**config.mk**
```make
export PLATFORM = sky130hd
export DESIGN_NAME = seven_seg_display_ctrl_flat
export DESIGN_NICKNAME = d
export VERILOG_FILES = /design/src/rtl/seven_seg_display_ctrl_if.sv /design/src/rtl/seven_seg_display_ctrl.sv /design/src/flat_wrapper.sv
export SDC_FILE = /design/constraint.sdc
export NUM_CORES = 1
export LEC_CHECK = 0
export ABC_AREA = 0
export CAP_MARGIN = 20
export CORE_MARGIN = 4
export CORE_UTILIZATION = 43
export DETAILED_ROUTE_END_ITERATION = 10
export HOLD_SLACK_MARGIN = 0.03
export PLACE_DENSITY = 0.66
export SLEW_MARGIN = 30
export SYNTH_ARGS = -nofsm -noshare
export SYNTH_HDL_FRONTEND = slang
export SYNTH_SLANG_ARGS = --single-unit
```
**constraint.sdc**
```tcl
create_clock -name clock -period 2 [get_ports clock]
set_input_delay 0.4 -clock clock [delete_from_list [all_inputs] [get_ports clock]]
set_output_delay 0.4 -clock clock [all_outputs]
set_load 0.005 [all_outputs]
```
**src/rtl/seven_seg_display_ctrl_if.sv**
```systemverilog
// Bundle between datapath logic and the multiplexed 7-segment display controller.
interface seven_seg_display_ctrl_if #(
  parameter int unsigned NUM_DIGITS  = 4,
  parameter int unsigned BRIGHT_BITS = 3
);
  logic [4*NUM_DIGITS-1:0] digits;
  logic [NUM_DIGITS-1:0]   dp_in;
  logic [NUM_DIGITS-1:0]   blank;
  logic                    lz_suppress;
  logic [BRIGHT_BITS-1:0]  brightness;
  logic                    load;
  logic [NUM_DIGITS-1:0]   an;
  logic [6:0]              seg;
  logic                    dp;
  logic                    frame_done;

  // Datapath side: supplies values and strobes, watches the pins.
  modport master (
    output digits, dp_in, blank, lz_suppress, brightness, load,
    input  an, seg, dp, frame_done
  );

  // Controller side.
  modport slave (
    input  digits, dp_in, blank, lz_suppress, brightness, load,
    output an, seg, dp, frame_done
  );
endinterface

```
**src/rtl/seven_seg_display_ctrl.sv**
```systemverilog
// N-digit multiplexed 7-segment controller: prescaler, digit scan, double-buffered data,
// blanking, decimal points, leading-zero suppression and PWM brightness.
module seven_seg_display_ctrl #(
  parameter int unsigned NUM_DIGITS  = 4,
  parameter int unsigned DIVIDE_BY   = 17,
  parameter int unsigned BRIGHT_BITS = 3
) (
  input logic                     clock,
  input logic                     reset_n,
  seven_seg_display_ctrl_if.slave bus
);
  localparam int unsigned IdxW = (NUM_DIGITS > 1) ? $clog2(NUM_DIGITS) : 1;
  localparam logic [IdxW-1:0] LastIdx = IdxW'(NUM_DIGITS - 1);

  logic [DIVIDE_BY-1:0]    presc_q;
  logic [IdxW-1:0]         idx_q;
  logic                    tick, wrap;

  logic [4*NUM_DIGITS-1:0] sh_digits_q, act_digits_q;
  logic [NUM_DIGITS-1:0]   sh_dp_q, act_dp_q;
  logic [NUM_DIGITS-1:0]   sh_blank_q, act_blank_q;
  logic                    sh_lz_q, act_lz_q;
  logic                    pending_q;

  logic [NUM_DIGITS-1:0]   an_d, an_q;
  logic [6:0]              seg_d, seg_q;
  logic                    dp_d, dp_q;
  logic                    frame_done_q;

  logic [3:0]              cur_nib;
  logic                    cur_dp, cur_blank, upper_zero, pwm_off, dark;

  function automatic logic [6:0] decode(input logic [3:0] n);
    logic [6:0] s;
    unique case (n)
      4'h0: s = 7'h40;
      4'h1: s = 7'h79;
      4'h2: s = 7'h24;
      4'h3: s = 7'h30;
      4'h4: s = 7'h19;
      4'h5: s = 7'h12;
      4'h6: s = 7'h02;
      4'h7: s = 7'h78;
      4'h8: s = 7'h00;
      4'h9: s = 7'h10;
      4'hA: s = 7'h08;
      4'hB: s = 7'h03;
      4'hC: s = 7'h46;
      4'hD: s = 7'h21;
      4'hE: s = 7'h06;
      4'hF: s = 7'h0E;
    endcase
    return s;
  endfunction

  assign tick = &presc_q;
  assign wrap = tick && (idx_q == LastIdx);

  // Free-running prescaler; digit index steps once per slot and wraps at the last digit.
  always_ff @(posedge clock or negedge reset_n) begin
    if (!reset_n) begin
      presc_q <= '0;
      idx_q   <= '0;
    end else begin
      presc_q <= presc_q + 1'b1;
      if (tick) idx_q <= wrap ? '0 : idx_q + 1'b1;
    end
  end

  // Shadow captures on load; active takes the old shadow only at a frame wrap, so a frame
  // never mixes old and new data. A load on the wrap edge keeps pending for the next frame.
  always_ff @(posedge clock or negedge reset_n) begin
    if (!reset_n) begin
      sh_digits_q  <= '0;
      sh_dp_q      <= '0;
      sh_blank_q   <= '0;
      sh_lz_q      <= 1'b0;
      act_digits_q <= '0;
      act_dp_q     <= '0;
      act_blank_q  <= '1;
      act_lz_q     <= 1'b0;
      pending_q    <= 1'b0;
    end else begin
      if (wrap && pending_q) begin
        act_digits_q <= sh_digits_q;
        act_dp_q     <= sh_dp_q;
        act_blank_q  <= sh_blank_q;
        act_lz_q     <= sh_lz_q;
      end
      if (bus.load) begin
        sh_digits_q <= bus.digits;
        sh_dp_q     <= bus.dp_in;
        sh_blank_q  <= bus.blank;
        sh_lz_q     <= bus.lz_suppress;
        pending_q   <= 1'b1;
      end else if (wrap) begin
        pending_q   <= 1'b0;
      end
    end
  end

  // Select the current digit, decide whether the slot is dark, and form the pin values.
  always_comb begin
    cur_nib    = 4'h0;
    cur_dp     = 1'b0;
    cur_blank  = 1'b1;
    upper_zero = 1'b1;
    for (int k = 0; k < int'(NUM_DIGITS); k++) begin
      if (IdxW'(k) == idx_q) begin
        cur_nib   = act_digits_q[4*k +: 4];
        cur_dp    = act_dp_q[k];
        cur_blank = act_blank_q[k];
      end
      if (k >= int'(idx_q) && act_digits_q[4*k +: 4] != 4'h0) upper_zero = 1'b0;
    end
    pwm_off = presc_q[DIVIDE_BY-1 -: BRIGHT_BITS] > bus.brightness;
    dark    = cur_blank || (act_lz_q && (idx_q != '0) && upper_zero) || pwm_off;
    an_d    = '1;
    seg_d   = 7'h7F;
    dp_d    = 1'b1;
    if (!dark) begin
      an_d[idx_q] = 1'b0;
      seg_d       = decode(cur_nib);
      dp_d        = ~cur_dp;
    end
  end

  // Registered pins; frame_done marks the cycle after the wrap edge.
  always_ff @(posedge clock or negedge reset_n) begin
    if (!reset_n) begin
      an_q         <= '1;
      seg_q        <= 7'h7F;
      dp_q         <= 1'b1;
      frame_done_q <= 1'b0;
    end else begin
      an_q         <= an_d;
      seg_q        <= seg_d;
      dp_q         <= dp_d;
      frame_done_q <= wrap;
    end
  end

  assign bus.an         = an_q;
  assign bus.seg        = seg_q;
  assign bus.dp         = dp_q;
  assign bus.frame_done = frame_done_q;

endmodule
```
**src/flat_wrapper.sv**
```systemverilog
// flat-port wrapper written by rule: the top's interface ports become plain ports
module seven_seg_display_ctrl_flat 
#(
  parameter int unsigned NUM_DIGITS  = 4,
  parameter int unsigned DIVIDE_BY   = 17,
  parameter int unsigned BRIGHT_BITS = 3
)
  (clock, reset_n, bus_digits, bus_dp_in, bus_blank, bus_lz_suppress, bus_brightness, bus_load, bus_an, bus_seg, bus_dp, bus_frame_done);
  seven_seg_display_ctrl_if #(.NUM_DIGITS(NUM_DIGITS), .BRIGHT_BITS(BRIGHT_BITS)) bus_i ();
  input logic clock;
  input logic reset_n;
  input wire logic [$bits(bus_i.digits)-1:0] bus_digits;
  input wire logic [$bits(bus_i.dp_in)-1:0] bus_dp_in;
  input wire logic [$bits(bus_i.blank)-1:0] bus_blank;
  input wire logic [$bits(bus_i.lz_suppress)-1:0] bus_lz_suppress;
  input wire logic [$bits(bus_i.brightness)-1:0] bus_brightness;
  input wire logic [$bits(bus_i.load)-1:0] bus_load;
  output wire logic [$bits(bus_i.an)-1:0] bus_an;
  output wire logic [$bits(bus_i.seg)-1:0] bus_seg;
  output wire logic [$bits(bus_i.dp)-1:0] bus_dp;
  output wire logic [$bits(bus_i.frame_done)-1:0] bus_frame_done;
  assign bus_i.digits = bus_digits;
  assign bus_i.dp_in = bus_dp_in;
  assign bus_i.blank = bus_blank;
  assign bus_i.lz_suppress = bus_lz_suppress;
  assign bus_i.brightness = bus_brightness;
  assign bus_i.load = bus_load;
  assign bus_an = bus_i.an;
  assign bus_seg = bus_i.seg;
  assign bus_dp = bus_i.dp;
  assign bus_frame_done = bus_i.frame_done;
  seven_seg_display_ctrl #(.NUM_DIGITS(NUM_DIGITS), .DIVIDE_BY(DIVIDE_BY), .BRIGHT_BITS(BRIGHT_BITS)) u_core (.clock(clock), .reset_n(reset_n), .bus(bus_i));
endmodule
```
# Word-level counts from Yosys, hierarchy flattened
# Memory sizes are Yosys's and may differ from the RTL's.
# Index checks and enable logic that the tools add are counted.
word_totals:
  mem_count: 1
  word_cells: 72
  regBits: 83
  inputBits: 31
  rom_bits: 112
  output_inout_bits: 13
classes:
  addsub: 2
  bitwise: 2
  mux: 24
  eq_ne: 4
  n_reduce_logical: 18
  magnitude_cmp: 6
memory_table:
  columns: ["memory", "depth", "width", "rd", "rd_clocked_by_memory_dff", "wr", "line_no", "text"]
  rows:
  - ["(name not given)", 16, 7, 1, 0, 0, "seven_seg_display_ctrl.sv:35", "unique case (n)"]
ops:
  columns: ["operator", "count"]
  rows:
  - ["two-way mux 4 bit", 5]
  - ["adder 17 x 1 -> 17 bit (second input constant)", 1]
  - ["AND reduction 17 bit", 1]
  - ["two-way mux 1 bit", 16]
  - ["nonzero test 4 bit", 4]
  - ["logical AND 1 bit", 8]
  - ["two-way mux 7 bit", 1]
  - ["equality test 2 bit (first input constant)", 2]
  - [">= comparator 1 x 2 -> 1 bit (first input constant)", 2]
  - ["inverter 4 bit", 1]
  - ["nonzero test 2 bit", 2]
  - ["> comparator 3 bit", 1]
  - ["less-than comparator 2 x 3 -> 1 bit (second input constant)", 1]
  - ["adder 2 x 1 -> 2 bit (second input constant)", 1]
  - ["demux 1 bit (select 2 bit)", 1]
  - ["equality test 1 x 2 -> 1 bit (first input constant)", 1]
  - ["equality test 2 bit (second input constant)", 1]
  - [">= comparator 2 x 1 -> 1 bit (second input constant)", 1]
  - [">= comparator 2 bit (first input constant)", 1]
  - ["zero test 2 bit", 1]
  - ["logical OR 1 bit", 2]
  - ["two-way mux 2 bit", 1]
  - ["inverter 1 bit", 1]

# Logic depth before layout (Yosys ltp)
depth:
  ltp_word: 10
  depth_mapped: 12
  ltp_nobuf: 11

# Worst setup path after synthesis
# No wires, ideal clock.
synth_timing:
  kind: "flip-flop to flip-flop"
  from: "register u_core.presc_q[2]"
  to: "register u_core.act_digits_q[10]"
  path_buffers: 1
  arrival_time_ps: 2076
  setup_slack_ps: -201
  setup_ps: 125
  required_ps: 1875
  stages_incl_launch_ff: 11
  cell_sequence: "dfrtp_1 -> and4_1 -> and3_1 -> nand3_1 -> nor2_1 -> ha_1 -> nand2_1 -> inv_1 -> nand2_1 -> buf_2 -> mux2_2"
synth_via:
  elab_chain_cells: 3
synth_rtl:
  columns: ["element", "line_no", "text"]
  rows:
  - ["start: declaration", "seven_seg_display_ctrl.sv:15", "logic [DIVIDE_BY-1:0] presc_q;"]
  - ["start signal: assignment", "seven_seg_display_ctrl.sv:65", "presc_q <= presc_q + 1'b1;"]
  - ["AND reduction 17 bit", "seven_seg_display_ctrl.sv:56", "assign tick = &presc_q;"]
  - ["named net u_core.tick", "seven_seg_display_ctrl.sv:17", "logic tick, wrap;"]
  - ["logical AND 1 bit", "seven_seg_display_ctrl.sv:57", "assign wrap = tick && (idx_q == LastIdx);"]
  - ["named net u_core.wrap", "seven_seg_display_ctrl.sv:17", null]
  - ["logical AND 1 bit", "seven_seg_display_ctrl.sv:84", "if (wrap && pending_q) begin"]
  - ["end signal: assignment", "seven_seg_display_ctrl.sv:85", "act_digits_q <= sh_digits_q;"]
  - ["end: declaration", "seven_seg_display_ctrl.sv:19", "logic [4*NUM_DIGITS-1:0] sh_digits_q, act_digits_q;"]
# The timed path passes the listed nets, and every way through them passes these cells.
# A chain may end at the register's enable or synchronous reset.

# Final worst setup path
layout_timing:
  from: "register u_core.idx_q[1]"
  to: "register u_core.seg_q[3] (netlist: u_core.bus.seg[3])"
layout_via:
  elab_chain_cells: 10
  word_cells_on_any_way: 29
layout_rtl:
  columns: ["element", "line_no", "text"]
  rows:
  - ["start: declaration", "seven_seg_display_ctrl.sv:16", "logic [IdxW-1:0] idx_q;"]
  - ["start signal: assignment", "seven_seg_display_ctrl.sv:66", "if (tick) idx_q <= wrap ? '0 : idx_q + 1'b1;"]
  - ["parallel branches: the longest is 9 deep, another holds memory (16 x 7 bit)", null, null]
  - ["two-way mux 7 bit (*)", "seven_seg_display_ctrl.sv:121", "if (!dark) begin"]
  - ["named net u_core.seg_d[3]", "seven_seg_display_ctrl.sv:26", "logic [6:0] seg_d, seg_q;"]
  - ["end signal: assignment", "seven_seg_display_ctrl.sv:137", "seg_q <= seg_d;"]
  - ["end: declaration", "seven_seg_display_ctrl.sv:26", null]
# Mark *: on every way through the listed nets, which the timed path passes.

==> summary.md <==
| Metric | Value |
|---|---|
| Status | `complete, but fails checks` |
| Fin. max-slew vios | `0` |
| Flop and latch count out of synthesis | `83` |
| Count of standard-cell rows | `33` |
| Post-route setup slack | `-58.0 ps` |
| Fraction of the core area covered by cells at the end of the flow | `64.4%` |
| Nets | `441` |
| Required time at the worst-slack endpoint | `2270 ps` |
| Residual DRC | `0` |
| Clock latency reported for the late side of the worst-skew pair | `350 ps` |
| Placed Instances | `466` |
| Leakage | `2.36 nW` |
| HPWL after DPL | `5.16 mm` |
| Post-route minimum period | `2060 ps` |
| Violations in the final reports | `negative setup slack` |
| Share of post-route cells with drive strength above 1 | `48.6%` |
| Most common cell after layout, fill and taps aside | `dfrtp_1` |
| CTS clk-pin slew, worst paths | `80 ps` |
| Vert. Die Dim | `101 um` |
| Global-route usage over all layers | `15.6%` |
| Inserted Diodes | `0` |
| Synth area leader | `dfrtp_1` |
| Mean instance size in the synthesized netlist | `12.9 um2` |
| Final clock period utilization by the worst path | `103%` |
| CTS tree | `done` |
| Post-synthesis async set-or-reset flop share | `100%` |
| Die area | `0.0103 mm2` |
| Wire length per cell after detailed routing | `15.4 um` |
| Area share of the largest cell type after synthesis | `44.6%` |
| # clock sinks | `83` |
| Average via count per standard cell | `5.05` |
| RSZ-0062 raised after global routing | `yes` |
| I/O pins | `44` |
| Yosys cell types | `49` |
| Maximum clock frequency | `486 MHz` |
| Initial DRC count | `65` |
| Number of CTS-inserted buffers | `9` |
| Cell types with the largest area share after synthesis | `dfrtp_1, mux2_2, dfstp_2` |
| WP data arrival | `2330 ps` |
| Crit Path Category | `register to register` |
| Total iterations of the first detailed-routing run | `6` |
| Grt ovf | `0` |
| Instance count of the mapped netlist | `291` |
| Final setup violation count | `3` |
| Worst slew margin relative to its limit | `68.5%` |
| Kind of path behind the tightest hold check | `register to register` |
| Layout overhead on the synthesized area | `42.9%` |
| Worst supply voltage drop on vdd | `427 uV` |
| First-pass GRT wire length | `12.5 mm` |
| Largest net degree at the start of global routing | `39` |
| Slew of the pin with the lowest slew margin | `472 ps` |
| Critical Path Fanout Max | `4` |
| Top_reg_cell synth | `dfrtp_1` |
| CTS Buffer Depth | `2` |
| CP Capture Type | `register` |
| Floorplan die width | `101 um` |
| CTS Root Buffer Type | `clkbuf_8` |
| Port-buffer cells | `43` |
| Number of standard cells in the layout, taps in and fillers out | `504` |
| Core Footprint | `0.00834 mm2` |
| Proportion of synthesized chip area in sequential cells | `55.8%` |
| Number of global-route vias before repair | `2687` |
| Cell Pwr Density | `620 mW/mm2` |
| Number of max-capacitance violations reported | `0` |
| Number of H-tree levels | `3` |
| Startpoint types | `register` |
| Area of the mapped netlist | `0.00376 mm2` |
| Synthesized Nets | `338` |
| Final clock skew | `9.61 ps` |
| Antenna violations before repair | `0` |
| DRT Wirelength | `7.77 mm` |
| Antenna violation net count after detailed routing | `0` |
| Gp weighted congestion | `0.851` |
| Number of enable flip-flop cells after synthesis | `0` |
| Yosys warning total | `0` |
| Initial Util | `45.0%` |
| Final hold violation count | `0` |
| Commonest cells after routing, fill and taps aside | `dfrtp_1, mux2_2, buf_4` |
| Via count | `2543` |
[worst max-delay path: stages, from the launching register on]
cell	delay [ps]
dfrtp_2	470
inv_4	100
ha_4	160
nand2_2	50
o211ai_1	180
o211ai_1	130
buf_4	170
buf_4	140
ha_4	170
inv_1	80
o21ai_1	80
o211ai_1	130
o211ai_2	120
[kinds of logic (layout without fill, tap and decap cells)]
group | Yosys count | after routing | share of synthesized area (%)
and+or+nand+nor | 67 | 67 | 9.42
xor gates and xnor gates | 14 | 14 | 3.26
DFF | 83 | 83 | 55.8
AOI/OAI and AO/OA | 34 | 34 | 7.36
buffers and inverters | 25 | 133 | 3.26
adders and majority gates | 16 | 16 | 5.33
muxes | 52 | 52 | 15.6
[final timing paths]
check                              startpoint                 end  slack (ps)  depth (start not counted)
min in group asynchronous             reset_n     u_core.act_lz_q         550                          2
setup reg to reg              u_core.idx_q[1]   u_core.bus.seg[3]         -60                         12
max in group asynchronous             reset_n     u_core.idx_q[0]         850                          3
setup / recovery              u_core.idx_q[1]   u_core.bus.seg[3]         -60                         12
hold / removal             u_core.presc_q[12]  u_core.presc_q[12]         500                          1
hold reg to reg            u_core.presc_q[12]  u_core.presc_q[12]         500                          1
[per-layer routing]
metal	vias up	GRT usage, %	share of wire (%)
met4	0	3.37	1.4
met3	12	4.82	4.2
met2	42	26.4	52
met1	1265	19.7	43
li1	1224	-	-
met5	-	0	0
[flip-flops by register name, indices dropped and copies added, names as in the netlist]
name and flops:
u_core.presc_q 17, u_core.act_digits_q 16, u_core.sh_digits_q 16, u_core.bus.seg 7, u_core.act_blank_q 4, u_core.act_dp_q 4
u_core.bus.an 4, u_core.sh_blank_q 4, u_core.sh_dp_q 4, u_core.idx_q 2, u_core.act_lz_q 1, u_core.bus.dp 1
u_core.bus.frame_done 1, u_core.pending_q 1, u_core.sh_lz_q 1
[power breakdown]
part / internal (mW) / leakage, nW / total, mW / switching [mW]
combinational: 0.125 / 1.22 / 0.198 / 0.0729
clock: 0.773 / 0.117 / 1.36 / 0.591
sequential: 1.74 / 1.02 / 1.77 / 0.0277
total: 2.64 / 2.36 / 3.33 / 0.692
[synthesized netlist by cell type (3+ instances only)]
library cell,number
dfrtp_1,67
mux2_2,51
nand2_1,26
dfstp_2,16
ha_1,16
inv_1,14
nand3_1,11
xnor2_1,11
o21ai_0,8
nor2_1,7
o211ai_1,7
buf_2,4
o211ai_2,3
xor2_1,3
[cell type report]
class	count	area, um2
fillers	638	2970
flip-flops and latches	83	2100
multi-input cells	183	1860
repair buffers	103	991
clock buffers	12	155
well taps	105	131
clock inverters	4	73.8
inverters	14	60.1
[metrics by stage]
step	area (um2)	TNS, ps	power (mW)	setup WS (ps)	hold WS, ps
final	5370	-97.6	3.33	-58.0	497
after global routing	5370	-1420	3.47	-143	519
after CTS	5050	-106	3.37	-47.3	501
after detailed placement	4620	-1950	2.00	-220	400
after global placement	4620	-1600	1.99	-180	395
after floorplan	3810	0	1.86	12.7	104
[what timing repair did]
action,4_1_cts,5_1_grt
gates cloned,1,2
hold buffers,1,0
endpoints found under the hold margin,22,0
gates resized for setup,24,46
buffers inserted,9,11
endpoints found under the setup margin,30,36
pin swaps,11,23
Power figures use the tool's default switching activity.
